## src/rtl/dsp_sequencer_if.sv

```systemverilog
// Bundle between the sequencer, its program ROM and the address-generator bank.
interface dsp_sequencer_if #(
  parameter int PROG_AW      = 8,
  parameter int NUM_GEN      = 3,
  parameter int OFFSET_WIDTH = 4
);
  localparam int IW = NUM_GEN * (4 + OFFSET_WIDTH) + 4;

  logic                            start;
  logic                            busy;
  logic                            done;
  logic                            err;
  logic [PROG_AW-1:0]              prog_addr;
  logic [IW-1:0]                   prog_data;
  logic [4*NUM_GEN-1:0]            addr_sel;
  logic [OFFSET_WIDTH*NUM_GEN-1:0] addr_ptr;
  logic                            series_inc;
  logic                            series_rst;

  modport master (
    input  start, prog_data,
    output busy, done, err, prog_addr, addr_sel, addr_ptr, series_inc, series_rst
  );

  modport slave (
    output start, prog_data,
    input  busy, done, err, prog_addr, addr_sel, addr_ptr, series_inc, series_rst
  );
endinterface

```

## src/rtl/dsp_sequencer.sv

```systemverilog
// Program-driven sequencer feeding the addr_gen bank: fetches words from a
// fixed-latency ROM, executes them onto the generator lanes and runs a single
// hardware loop with a pipeline flush on the taken branch.
//
// state  | meaning
// S_IDLE | waiting for start
// S_RUN  | fetching and executing program words
// S_DONE | halt executed, done pulse, back to idle next cycle
module dsp_sequencer #(
  parameter int PROG_AW      = 8,
  parameter int NUM_GEN      = 3,
  parameter int OFFSET_WIDTH = 4,
  parameter int ROM_LATENCY  = 2,
  parameter int SERIES_CNT   = 8
) (
  input logic              clk,
  input logic              rst,
  dsp_sequencer_if.master  bus
);
  localparam int IW   = NUM_GEN * (4 + OFFSET_WIDTH) + 4;
  localparam int L    = ROM_LATENCY;
  localparam int IT_W = (SERIES_CNT > 1) ? $clog2(SERIES_CNT) : 1;
  localparam logic [IT_W-1:0] ITER_LAST = IT_W'(SERIES_CNT - 1);

  typedef enum logic [1:0] {S_IDLE, S_RUN, S_DONE} state_t;

  state_t                          state_q, state_d;
  logic [PROG_AW-1:0]              pc_q, loop_tgt_q;
  logic [IT_W-1:0]                 iter_q;
  logic                            err_q;
  // Entry 0 is the registered ROM address; entry L lines up with prog_data.
  logic [PROG_AW-1:0]              addr_pipe_q [0:L];
  logic [L:0]                      vld_q;
  logic [4*NUM_GEN-1:0]            sel_q, sel_d;
  logic [OFFSET_WIDTH*NUM_GEN-1:0] ptr_q, ptr_d;
  logic                            inc_q, srst_q;

  logic [IW-1:0]      word;
  logic               ex_vld, ex_halt, ex_srst, ex_loop, take_br, fetch_en;
  logic [PROG_AW-1:0] ex_addr, tgt_eff, fetch_addr;
  logic [IT_W-1:0]    iter_eff;

  assign bus.prog_addr  = addr_pipe_q[0];
  assign bus.busy       = (state_q == S_RUN);
  assign bus.done       = (state_q == S_DONE);
  assign bus.err        = err_q;
  assign bus.addr_sel   = sel_q;
  assign bus.addr_ptr   = ptr_q;
  assign bus.series_inc = inc_q;
  assign bus.series_rst = srst_q;

  // Decode the word leaving the ROM pipe and decide the next fetch address.
  always_comb begin
    word     = bus.prog_data;
    ex_vld   = (state_q == S_RUN) && vld_q[L];
    ex_halt  = ex_vld && word[3];
    ex_srst  = ex_vld && word[1];
    ex_loop  = ex_vld && word[2] && !word[3];
    ex_addr  = addr_pipe_q[L];
    // A series_rst in the same word retargets the loop before loop_end is judged.
    tgt_eff  = ex_srst ? ex_addr + PROG_AW'(1) : loop_tgt_q;
    iter_eff = ex_srst ? '0 : iter_q;
    take_br  = ex_loop && (iter_eff != ITER_LAST);
    fetch_addr = take_br ? tgt_eff : pc_q;
    fetch_en   = (state_q == S_RUN) && !ex_halt;
  end

  // Split the instruction word into per-generator sel/ptr lanes.
  always_comb begin
    sel_d = '0;
    ptr_d = '0;
    for (int g = 0; g < NUM_GEN; g++) begin
      sel_d[4*g +: 4] = word[4 + g*(4+OFFSET_WIDTH) +: 4];
      ptr_d[OFFSET_WIDTH*g +: OFFSET_WIDTH] = word[8 + g*(4+OFFSET_WIDTH) +: OFFSET_WIDTH];
    end
  end

  // State register.
  always_ff @(posedge clk) begin
    if (rst) state_q <= S_IDLE;
    else     state_q <= state_d;
  end

  // Next-state logic.
  always_comb begin
    state_d = state_q;
    case (state_q)
      S_IDLE:  if (bus.start) state_d = S_RUN;
      S_RUN:   if (ex_halt)   state_d = S_DONE;
      S_DONE:  state_d = S_IDLE;
      default: state_d = S_IDLE;
    endcase
  end

  // Fetch pointer, in-flight tags, loop bookkeeping and wrap error.
  always_ff @(posedge clk) begin
    if (rst) begin
      pc_q       <= '0;
      loop_tgt_q <= '0;
      iter_q     <= '0;
      err_q      <= 1'b0;
      vld_q      <= '0;
      for (int i = 0; i <= L; i++) addr_pipe_q[i] <= '0;
    end else begin
      if (state_q == S_IDLE && bus.start) begin
        pc_q   <= '0;
        err_q  <= 1'b0;
      end else if (fetch_en) begin
        addr_pipe_q[0] <= fetch_addr;
        pc_q           <= fetch_addr + PROG_AW'(1);
        if (fetch_addr == '1) err_q <= 1'b1;
      end

      for (int i = 1; i <= L; i++) addr_pipe_q[i] <= addr_pipe_q[i-1];

      // A taken branch keeps only the redirected fetch; halt drops everything.
      if (!fetch_en)    vld_q <= '0;
      else if (take_br) vld_q <= {{L{1'b0}}, 1'b1};
      else              vld_q <= {vld_q[L-1:0], 1'b1};

      if (ex_srst) loop_tgt_q <= ex_addr + PROG_AW'(1);

      if (state_q == S_IDLE && bus.start) iter_q <= '0;
      else if (ex_loop)                    iter_q <= take_br ? iter_eff + IT_W'(1) : '0;
      else if (ex_srst)                    iter_q <= '0;
    end
  end

  // Executed fields go out one edge after the word emerges; bubbles drive zeros.
  always_ff @(posedge clk) begin
    if (rst || !ex_vld) begin
      sel_q  <= '0;
      ptr_q  <= '0;
      inc_q  <= 1'b0;
      srst_q <= 1'b0;
    end else begin
      sel_q  <= sel_d;
      ptr_q  <= ptr_d;
      inc_q  <= word[0];
      srst_q <= word[1];
    end
  end
endmodule

```

## src/flat_wrapper.sv

```systemverilog
// flat-port wrapper written by rule: the top's interface ports become plain ports
module dsp_sequencer_flat 
#(
  parameter int PROG_AW      = 8,
  parameter int NUM_GEN      = 3,
  parameter int OFFSET_WIDTH = 4,
  parameter int ROM_LATENCY  = 2,
  parameter int SERIES_CNT   = 8
)
  (clk, rst, bus_start, bus_prog_data, bus_busy, bus_done, bus_err, bus_prog_addr, bus_addr_sel, bus_addr_ptr, bus_series_inc, bus_series_rst);
  dsp_sequencer_if #(.PROG_AW(PROG_AW), .NUM_GEN(NUM_GEN), .OFFSET_WIDTH(OFFSET_WIDTH)) bus_i ();
  input logic clk;
  input logic rst;
  input wire logic [$bits(bus_i.start)-1:0] bus_start;
  input wire logic [$bits(bus_i.prog_data)-1:0] bus_prog_data;
  output wire logic [$bits(bus_i.busy)-1:0] bus_busy;
  output wire logic [$bits(bus_i.done)-1:0] bus_done;
  output wire logic [$bits(bus_i.err)-1:0] bus_err;
  output wire logic [$bits(bus_i.prog_addr)-1:0] bus_prog_addr;
  output wire logic [$bits(bus_i.addr_sel)-1:0] bus_addr_sel;
  output wire logic [$bits(bus_i.addr_ptr)-1:0] bus_addr_ptr;
  output wire logic [$bits(bus_i.series_inc)-1:0] bus_series_inc;
  output wire logic [$bits(bus_i.series_rst)-1:0] bus_series_rst;
  assign bus_i.start = bus_start;
  assign bus_i.prog_data = bus_prog_data;
  assign bus_busy = bus_i.busy;
  assign bus_done = bus_i.done;
  assign bus_err = bus_i.err;
  assign bus_prog_addr = bus_i.prog_addr;
  assign bus_addr_sel = bus_i.addr_sel;
  assign bus_addr_ptr = bus_i.addr_ptr;
  assign bus_series_inc = bus_i.series_inc;
  assign bus_series_rst = bus_i.series_rst;
  dsp_sequencer #(.PROG_AW(PROG_AW), .NUM_GEN(NUM_GEN), .OFFSET_WIDTH(OFFSET_WIDTH), .ROM_LATENCY(ROM_LATENCY), .SERIES_CNT(SERIES_CNT)) u_core (.clk(clk), .rst(rst), .bus(bus_i));
endmodule
```

## config.mk

```make
export PLATFORM = sky130hd
export DESIGN_NAME = dsp_sequencer_flat
export DESIGN_NICKNAME = d
export VERILOG_FILES = /design/src/rtl/dsp_sequencer_if.sv /design/src/rtl/dsp_sequencer.sv /design/src/flat_wrapper.sv
export SDC_FILE = /design/constraint.sdc
export NUM_CORES = 1
export LEC_CHECK = 0
export ABC_AREA = 1
export CELL_PAD_IN_SITES_DETAIL_PLACEMENT = 0
export CELL_PAD_IN_SITES_GLOBAL_PLACEMENT = 1
export CORE_ASPECT_RATIO = 1.5
export CORE_UTILIZATION = 40
export DETAILED_ROUTE_END_ITERATION = 8
export GPL_TIMING_DRIVEN = 0
export PLACE_DENSITY = 0.83
export SLEW_MARGIN = 5
export SYNTH_ARGS = -nofsm -noshare
export SYNTH_HDL_FRONTEND = slang
export SYNTH_SLANG_ARGS = --single-unit
```

## constraint.sdc

```tcl
create_clock -name clk -period 6.79 [get_ports clk]
set_input_delay 2.037 -clock clk [delete_from_list [all_inputs] [get_ports clk]]
set_output_delay 2.037 -clock clk [all_outputs]
set_load 0.1 [all_outputs]
```

==> results.sh <==
export IMPL_grt_pass1_wl_um=10600
export IMPL_period_minus_slack_ns=4.66
export IMPL_io_buffer_count=66
export IMPL_switching_power_mw=0.237
export IMPL_cts_tree="done"
export IMPL_syn_inst=372
export IMPL_tightest_slew_ns=0.991
export IMPL_finish_utilization_pct=56.6
export IMPL_vias_per_cell=4.36
export IMPL_highest_layer="met4"
export IMPL_initial_core_util_pct=41.8
export IMPL_cts_root_buf="clkbuf_8"
export IMPL_grt_start_max_net_pins=14
export IMPL_die_area_mm2=0.00807
export IMPL_wl_met2_um=3330
export IMPL_antenna_found_initial=0
export IMPL_crit_path_start_kind="input pin"
export IMPL_numCtsBuffers=9
export IMPL_grt_pass1_vias=2344
export IMPL_cts_sinks=75
export IMPL_grt_overflow_total=0
export IMPL_power_frac_seq_pct=48.8
export IMPL_ys_seq_area_share_pct=56.5
export IMPL_reg2reg_to="u_core.bus.err$_SDFFE_PP0P_"
export IMPL_r2r_start="u_core.vld_q[2]$_SDFF_PP0_"
export IMPL_drive_gt1_share_pct=7.89
export IMPL_switching_share_pct=23.9
export IMPL_cp_max_fo=10
export IMPL_synth_avg_cell_area_um2=8.29
export IMPL_nets=499
export IMPL_diodes=0
export IMPL_final_common_cell="inv_1"
export IMPL_vias=2483
export IMPL_hp_start="u_core.vld_q[1]$_SDFF_PP0_"
export IMPL_endpoint_kind="register"
export IMPL_ioPinCount=68
export IMPL_drv_cap=0
export IMPL_worstSetupPathType="in -> reg"
export IMPL_clk_path_buf_depth=2
export IMPL_r2r_cells=15
export IMPL_p_int_mw=0.755
export IMPL_combPwrFrac_pct=10.5
export IMPL_report_final_slew_viol_count=0
export IMPL_worstPathArrival_ns=4.94
export IMPL_core_area_mm2=0.00737
export IMPL_fin_skew_ns=0.00745
export IMPL_fmax_ghz=0.215
export IMPL_power_mw=0.992
export IMPL_clkLatencyLatePin_ns=0.34
export IMPL_outcome="finished clean"
export IMPL_fp_dieW_um=73.7
export IMPL_worstHoldEndpoint="u_core.vld_q[2]$_SDFF_PP0_"
export IMPL_post_cts_buffers=0
export IMPL_final_hold_violation_count=0
export IMPL_r2r_slack_ns=3.94
export IMPL_htree_levels=3
export IMPL_synth_distinct_cells=26
export IMPL_drtIter0Drc=92
export IMPL_cp_startpoint="bus_prog_data[1]"
export IMPL_wl_met1_um=2490
export IMPL_grt_setup_unrepaired="false"
export IMPL_hold_path_depth=2
export IMPL_drtAntennaViolNets=0
export IMPL_synth_warnings=0
export IMPL_dp_hpwl_um=4870
export IMPL_drc=0
export IMPL_min_period_over_period_pct=68.6
export IMPL_grt_usage_pct=17.8
export IMPL_die_h_um=110
export IMPL_dr_pass1_iters=4
export IMPL_ys_ff_latch=75
export IMPL_final_cell_mix="inv_1 (78), nor2_1 (67), clkdlybuf4s50_1 (66), nand2_1 (61), dfxtp_1 (51)"
export IMPL_area_delta_synth_final_pct=35.2
export IMPL_timing_setup_tns_ns=0
export IMPL_num_rows=38
export IMPL_place_gp_congestion=0.784
export IMPL_power_frac_clock_pct=40.8
export IMPL_cts_hold_buf=0
export IMPL_vdd_drop_max_v=0.000134
export IMPL_setup_viol=0
export IMPL_crit_required_ns=7.07
export IMPL_max_slew_margin_rel_pct=33.8
export IMPL_cts_clk_slew_worst_paths_ns=0.08
export IMPL_wl_um=6310
export IMPL_hold_path_class="reg -> reg"
export IMPL_netlist_area_mm2=0.00308
export IMPL_power_density_mw_per_mm2=238
export IMPL_drt_wirelength_per_cell_um=11.1
export IMPL_leakagePower_nw=1.91
export IMPL_wl_met3_um=367
export IMPL_ctsResizeCount=0
-- cells in the mapped netlist --
master,number,area [um2]
buf_4,8,60.1
nor2_2,2,12.5
conb_1,1,3.75
ha_1,4,50.1
o211ai_1,1,7.51
nand2_1,61,229
buf_2,2,10.0
nor3_4,1,16.3
buf_6,1,11.3
dfxtp_1,51,1020
nor2_1,67,251
nor3_1,1,5.00
xor2_1,3,26.3
nand3_1,23,115
nand3_2,3,30.0
or2_2,3,18.8
o21bai_1,4,30.0
a21oi_1,13,65.1
edfxtp_1,24,721
inv_1,78,293
o21ai_1,1,5.00
nand4_1,3,18.8
clkbuf_1,6,22.5
nand2_2,1,6.26
xnor2_1,1,8.76
o21ai_0,9,45.0
-- final cells by class --
| class | count | area (um2) |
|---|---|---|
| repair buffers | 66 | 661 |
| well taps | 100 | 125 |
| inverters | 78 | 293 |
| plain buffers | 17 | 104 |
| multi-input cells | 217 | 1000 |
| clock buffers | 11 | 163 |
| fillers | 685 | 3200 |
| clock inverters | 5 | 81.3 |
| flip-flops and latches | 75 | 1740 |
-- power by group through the flow --
stage	clock (mW)	sequential (mW)	combinational (mW)
final	0.404	0.484	0.104
after global routing	0.434	0.486	0.113
after CTS	0.413	0.484	0.105
after detailed placement	0	0.494	0.104
after global placement	0	0.494	0.103
after floorplan	0	0.492	0.0701
-- layer usage --
layer / track usage [%] / vias to the layer above
met5: 0 / -
met4: 7.69 / 0
met3: 5.96 / 10
met2: 31.3 / 60
met1: 19.1 / 1127
li1: - / 1286
-- worst max path at each step --
stage | endpoint | slack [ns] | cells after the start
after CTS | u_core.bus.err$_SDFFE_PP0P_ | 2.12 | 16
after global routing | u_core.bus.err$_SDFFE_PP0P_ | 1.91 | 16
after detailed placement | u_core.bus.err$_SDFFE_PP0P_ | 1.78 | 16
after global placement | u_core.bus.err$_SDFFE_PP0P_ | 1.77 | 16
after floorplan | u_core.pc_q[4]$_SDFFE_PP0N_ | 2.70 | 15
final | u_core.bus.err$_SDFFE_PP0P_ | 2.13 | 16
-- logic make-up (layout without fill, tap and decap cells) --
family	count (synthesis)	after routing	share of synthesized area [%]
XOR/XNOR	4	4	1.14
flip-flops	75	75	56.5
adder cells (fa/ha/maj)	4	4	1.62
AND/OR/NAND/NOR	165	165	22.8
other	1	16	0.122
buffers and inverters	95	177	12.9
AO/OA/AOI/OAI	28	28	4.95
-- registers in the layout, indices dropped and copies added, names as in the netlist --
signal / cells
u_core.addr_pipe_q: 24
u_core.bus.addr_ptr: 12
u_core.bus.addr_sel: 12
u_core.loop_tgt_q: 8
u_core.pc_q: 8
u_core.iter_q: 3
u_core.vld_q: 3
u_core.state_q: 2
u_core.bus.err: 1
u_core.bus.series_inc: 1
u_core.bus.series_rst: 1
-- critical path, cell delays in order --
cell             delay (ns)
clkdlybuf4s50_1        0.57
nand4_1                0.17
buf_2                  0.22
nand2_1                0.09
inv_1                  0.06
ha_1                   0.20
ha_1                   0.24
nor3_4                 0.26
buf_6                  0.18
nand2_1                0.08
nand2_1                0.09
ha_1                   0.22
nand3_2                0.12
nor2_1                 0.16
nand3_1                0.12
a21oi_1                0.13
-- stage by stage --
step / area [um2] / instances / hold WS (ns) / setup WS [ns]
after floorplan: 3140 / 387 / 0.394 / 2.70
after global placement: 3930 / 553 / 0.397 / 1.77
after detailed placement: 3930 / 553 / 0.403 / 1.78
after CTS: 4170 / 569 / 0.414 / 2.12
after global routing: 4170 / 569 / 0.425 / 1.91
final: 4170 / 569 / 0.414 / 2.13
No activity file was read; power rests on OpenSTA's default activity.
